==> config.mk <==
export PLATFORM = sky130hd
export DESIGN_NAME = text_buffer_ctrl
export DESIGN_NICKNAME = d
export VERILOG_FILES = /design/src/rtl/text_buffer_ctrl.sv
export SDC_FILE = /design/constraint.sdc
export NUM_CORES = 2
export LEC_CHECK = 0
export BUFFER_PORTS_ARGS = -buffer_cell sky130_fd_sc_hd__buf_2
export CAP_MARGIN = 0
export CORE_MARGIN = 2
export CORE_UTILIZATION = 60
export CTS_CLUSTER_DIAMETER = 100
export DETAILED_ROUTE_END_ITERATION = 8
export PLACE_DENSITY_LB_ADDON = 0.08
export SKIP_CTS_REPAIR_TIMING = 1
export SYNTH_ARGS = -nofsm -noshare
export SYNTH_HDL_FRONTEND = slang
export SYNTH_SLANG_ARGS = --single-unit
==> constraint.sdc <==
create_clock -name pclk -period 25.9 [get_ports pclk]
set_clock_uncertainty 0.05 [all_clocks]
set_input_delay 5.18 -clock pclk [delete_from_list [all_inputs] [get_ports pclk]]
set_output_delay 5.18 -clock pclk [all_outputs]
set_load 0.01 [all_outputs]
==> src/rtl/text_buffer_ctrl.sv <==
// text_buffer_ctrl
//   Owns the character-code RAM behind the on-screen text window
//   (X_LETTERS x Y_LETTERS cells). It serves the render stage's char_xy
//   lookup with a registered char_code one cycle after the request. It
//   arbitrates round-robin between two game-logic writers that use req/ack
//   handshakes. It also blanks the whole buffer after reset and on clr_req.
//
// Ports
//   pclk       pixel clock, all state on the rising edge
//   rst        synchronous active-high reset
//   char_xy    read coordinate, [15:8] = column x, [7:0] = row y
//   char_code  registered code for char_xy sampled on the previous edge
//   req0/x0/y0/data0/ack0  requester 0 write handshake (ack is a 1-cycle pulse)
//   req1/x1/y1/data1/ack1  requester 1 write handshake
//   clr_req    starts a full-buffer clear when idle
//   busy       high while a clear is in progress
module text_buffer_ctrl #(
    parameter int unsigned X_LETTERS  = 16,
    parameter int unsigned Y_LETTERS  = 16,
    parameter int unsigned ADDR_W     = 8,
    parameter logic [7:0]  BLANK_CODE = 8'h20
) (
    input  logic        pclk,
    input  logic        rst,
    input  logic [15:0] char_xy,
    output logic [7:0]  char_code,
    input  logic        req0,
    input  logic [7:0]  x0,
    input  logic [7:0]  y0,
    input  logic [7:0]  data0,
    output logic        ack0,
    input  logic        req1,
    input  logic [7:0]  x1,
    input  logic [7:0]  y1,
    input  logic [7:0]  data1,
    output logic        ack1,
    input  logic        clr_req,
    output logic        busy
);

    localparam int unsigned Cells    = X_LETTERS * Y_LETTERS;
    localparam int unsigned MemDepth = 1 << ADDR_W;
    localparam logic [ADDR_W-1:0] LastAddr = ADDR_W'(Cells - 1);

    typedef enum logic [0:0] {
        StIdle,
        StClear
    } state_e;

    // Compares are done at full width so that wrapped (negative) render
    // offsets fall out of range rather than aliasing onto a valid cell.
    function automatic logic in_range(input logic [7:0] x, input logic [7:0] y);
        return (32'(x) < X_LETTERS) && (32'(y) < Y_LETTERS);
    endfunction

    // Truncation to ADDR_W happens only after the range check.
    function automatic logic [ADDR_W-1:0] cell_addr(input logic [7:0] x, input logic [7:0] y);
        return ADDR_W'(32'(y) * X_LETTERS + 32'(x));
    endfunction

    logic [7:0] mem [MemDepth];

    state_e            state_q, state_d;
    logic [ADDR_W-1:0] clr_addr_q, clr_addr_d;
    logic              rr_last_q, rr_last_d;
    logic              ack0_q, ack0_d;
    logic              ack1_q, ack1_d;
    logic [7:0]        char_code_q, char_code_d;

    logic              elig0, elig1;
    logic              gnt0, gnt1;
    logic              wr_en;
    logic [ADDR_W-1:0] wr_addr;
    logic [7:0]        wr_data;

    logic [7:0]        rd_x, rd_y;

    // A requester still holding req during its ack cycle is not eligible;
    // this keeps one handshake from producing two writes.
    assign elig0 = req0 & ~ack0_q;
    assign elig1 = req1 & ~ack1_q;

    // On a tie the requester that did not win last time gets the grant.
    assign gnt0 = elig0 & (~elig1 | rr_last_q);
    assign gnt1 = elig1 & (~elig0 | ~rr_last_q);

    always_comb begin
        state_d    = state_q;
        clr_addr_d = clr_addr_q;
        rr_last_d  = rr_last_q;
        ack0_d     = 1'b0;
        ack1_d     = 1'b0;
        wr_en      = 1'b0;
        wr_addr    = clr_addr_q;
        wr_data    = BLANK_CODE;

        unique case (state_q)
            StClear: begin
                wr_en = 1'b1;
                if (clr_addr_q == LastAddr) begin
                    state_d    = StIdle;
                    clr_addr_d = '0;
                end else begin
                    clr_addr_d = clr_addr_q + 1'b1;
                end
            end
            StIdle: begin
                // A clear beats any write sampled in the same cycle; the
                // request stays pending and is served after the clear.
                if (clr_req) begin
                    state_d    = StClear;
                    clr_addr_d = '0;
                end else if (gnt0) begin
                    ack0_d    = 1'b1;
                    rr_last_d = 1'b0;
                    wr_en     = in_range(x0, y0);
                    wr_addr   = cell_addr(x0, y0);
                    wr_data   = data0;
                end else if (gnt1) begin
                    ack1_d    = 1'b1;
                    rr_last_d = 1'b1;
                    wr_en     = in_range(x1, y1);
                    wr_addr   = cell_addr(x1, y1);
                    wr_data   = data1;
                end
            end
            default: begin
                state_d    = StClear;
                clr_addr_d = '0;
            end
        endcase
    end

    assign rd_x = char_xy[15:8];
    assign rd_y = char_xy[7:0];

    always_comb begin
        char_code_d = BLANK_CODE;
        if (state_q != StClear && in_range(rd_x, rd_y)) begin
            char_code_d = mem[cell_addr(rd_x, rd_y)];
        end
    end

    always_ff @(posedge pclk) begin
        if (rst) begin
            state_q     <= StClear;
            clr_addr_q  <= '0;
            rr_last_q   <= 1'b1;
            ack0_q      <= 1'b0;
            ack1_q      <= 1'b0;
            char_code_q <= BLANK_CODE;
        end else begin
            state_q     <= state_d;
            clr_addr_q  <= clr_addr_d;
            rr_last_q   <= rr_last_d;
            ack0_q      <= ack0_d;
            ack1_q      <= ack1_d;
            char_code_q <= char_code_d;
        end
    end

    // No reset on the array: the clear sequence overwrites it. Nonblocking
    // update gives read-first behaviour against the read port above.
    always_ff @(posedge pclk) begin
        if (!rst && wr_en) begin
            mem[wr_addr] <= wr_data;
        end
    end

    assign char_code = char_code_q;
    assign ack0      = ack0_q;
    assign ack1      = ack1_q;
    assign busy      = (state_q == StClear);

endmodule

==> run summary <==
Period minus WS final - 9.90 ns
Final WL - 191000 um
Max Slew Vio Count - 0
Max Root-Sink Buffers - 3
Count leader, synth - edfxtp_1
RSZ-0062 raised after global routing - false
CP max FO - 110
Wire length per cell - 31.8 um
CP dominant cell by count - buf_4
Total track usage - 0.275
Hold path cells - 1
H-tree depth - 4
Crit path arrival time - 10.55 ns
Fill count - 8784
Drt first pass iters - 6
Data required time of the critical path - 26.55 ns
Setup CP Type - in -> reg
Fin crit share - 0.382
Max-Cap Viols - 0
Initial Util - 0.602
Cells after Synth - 3939
Worst-Skew Late Latency - 0.81 ns
Antenna violations before repair - 11
Vias in the first global route - 39.1k
Reg2reg end - mem[173][1]$_DFFE_PP_
Top post-synthesis cells by count - edfxtp_1 (2048), mux4_2 (310), nor2_1 (302), mux2i_1 (289), o221ai_1 (127)
Ys Warns - 0
Die Ht - 375 um
Clock Power Share - 0.419
Net Sw Frac - 0.203
Status - completed
Final setup TNS - 0 ns
Clk Tree Root Cell - clkbuf_16
Fmax - 101 MHz
Syn nets - 4021
CP startpoint - char_xy[8]
CP Capture Type - register
Worst path bufs/invs - 4
Max incr delay on CP - 0.85 ns
First-pass GRT wire length - 278000 um
PwrDens - 75.2 nW/um^2
Die width - 375 um
Synthesis-stage register bit count - 2068
CP max stage cell - buf_4
CTS clk-pin slew, worst paths - 0.06 ns
FF-to-FF setup slack - 20.86 ns
Layout cells sized above 1 - 0.185
Hold WC Path Type - reg -> reg
Share of the synthesized area in the top cell type - 0.745
Setup violators final - 0
Io pins - 80
Hold_sp - clr_addr_q[3]$_SDFFE_PP0P_
CTS tree - done
Area grow syn2layout - 9.12%
Port Buffers - 79
Routed Antenna Nets - 0
CP Launch Type - primary input
Sinks on Clock Net - 2068
CP delay by family, top - buffers and inverters
DP Wirelength - 111000 um
Vias - 39.9k
Worst reg2reg startpoint - ack1$_SDFF_PP0_
Avg Vias per Cell - 6.65
Dominant synthesized flop cell - edfxtp_1
Synth area leader - edfxtp_1
Nets - 4137
CORE AREA - 137000 um^2
RD Place Congestion - 0.808
Async set-reset flop share out of synthesis - 0
Pin count of the biggest net entering global routing - 205
Hold worst-path end - clr_addr_q[3]$_SDFFE_PP0P_
Post-Syn Area per Cell - 21.0 um^2
Number of placement rows - 136
Post-synth EDFFs - 2048
Mapped cell area - 82500 um^2
Initial DRC Count - 5236
DRC viols - 0
Worst VDD drop - 0.0624 mV
TritonCTS Buffers - 198
Comb power frac - 0.045
Die Footprint - 141000 um^2
Grt ovf - 0
Net Sw Power - 1370 uW
Crit-path cells - buf_8, buf_4, buf_12, buf_4, mux2i_1, o221ai_1, o22ai_1, a211oi_1, nor3_1, or4_1, o41ai_1
Ranking of synthesized cells by area - edfxtp_1 (75%), mux4_2 (8.5%), mux4_1 (3.6%), mux2i_1 (3.5%), nor2_1 (1.4%)
Final Hold Viols - 0
Post-synthesis cell type count - 64
Slew Limit Headroom - 0.191
Reg2Reg Depth - 7
Leakage - 0.0272 uW
Total Power - 6770 uW
Pint - 5400 uW
Register share of total power - 0.535
Post-synthesis sequential area ratio - 0.750
Worst-Margin Slew - 1.21 ns
## routing by layer
layer / share of wire / up-vias / track usage
met5: 0.00015 / - / 0
met4: 0.020 / 4 / 0.0670
met3: 0.091 / 241 / 0.0550
met2: 0.47 / 1868 / 0.420
met1: 0.42 / 20969 / 0.418
li1: - / 16821 / -
## cell type report
cell class / instances / area [um^2] / area share
antenna: 1 / 2.50 / 0.0000278
clock buffer: 263 / 5380 / 0.0598
clock inverter: 87 / 938 / 0.0104
inverter: 6 / 27.5 / 0.000306
multi-input combinational: 1621 / 18400 / 0.205
tap: 1794 / 2240 / 0.0249
timing repair buffer: 160 / 1120 / 0.0124
sequential: 2068 / 61900 / 0.687
## through the flow
step	setup slack [ns]	hold WS, ns	area [um^2]	cells	utilization
after global placement	15.12	0.444	83700	5649	0.611
final	16.00	0.471	90100	6000	0.657
after global routing	15.68	0.488	90000	5999	0.657
after floorplan	12.58	0.416	82500	3939	-
after detailed placement	15.09	0.451	83700	5649	0.611
after CTS	15.94	0.465	90000	5999	0.657
## worst max-delay path by stage
stage                                         end  cells past startpoint
after floorplan               mem[0][0]$_DFFE_PP_                      5
after global placement    char_code[4]$_SDFF_PP0_                     11
after detailed placement  char_code[1]$_SDFF_PP0_                     11
after CTS                 char_code[2]$_SDFF_PP0_                     11
after global routing      char_code[2]$_SDFF_PP0_                     11
final                     char_code[0]$_SDFF_PP0_                     11
## power by group through the flow
stage	Clock, uW	Combinational (uW)	Sequential (uW)
after global routing	3000	321	3620
after CTS	2870	305	3620
after global placement	0	304	3690
after floorplan	0	222	3690
after detailed placement	0	304	3700
final	2840	305	3620
## state kept, by name, indices dropped and copies added (netlist names)
name        cells
mem          2048
char_code       8
ack1            1
rr_last_q       1
clr_addr_q      8
ack0            1
busy            1
## layout by cell type (no fill, tap or decap), types with 8 or more instances in the layout
master,n
o221ai_1,127
edfxtp_1,2048
mux4_1,114
mux4_2,310
a211oi_1,71
buf_2,76
o22ai_1,87
a22oi_1,13
a21oi_1,27
xnor2_1,10
o221ai_2,24
clkbuf_1,51
clkbuf_16,202
bufinv_16,21
nand3b_1,8
o21ai_0,12
nand3_1,9
dfxtp_1,20
mux2i_1,289
clkbuf_8,10
or4_1,8
clkinv_2,26
buf_4,74
clkinv_1,36
nor2_1,295
nand2_1,98
ha_1,9
nor3_1,19
## cells by family after synthesis
kind of cell             synth area share
AO/OA/AOI/OAI                      0.0379
XOR/XNOR                          0.00117
adder cells (fa/ha/maj)           0.00224
buffers and inverters              0.0277
flip-flops                          0.750
multiplexers                        0.156
AND/OR/NAND/NOR                    0.0249
No activity file was read; power rests on OpenSTA's default activity.
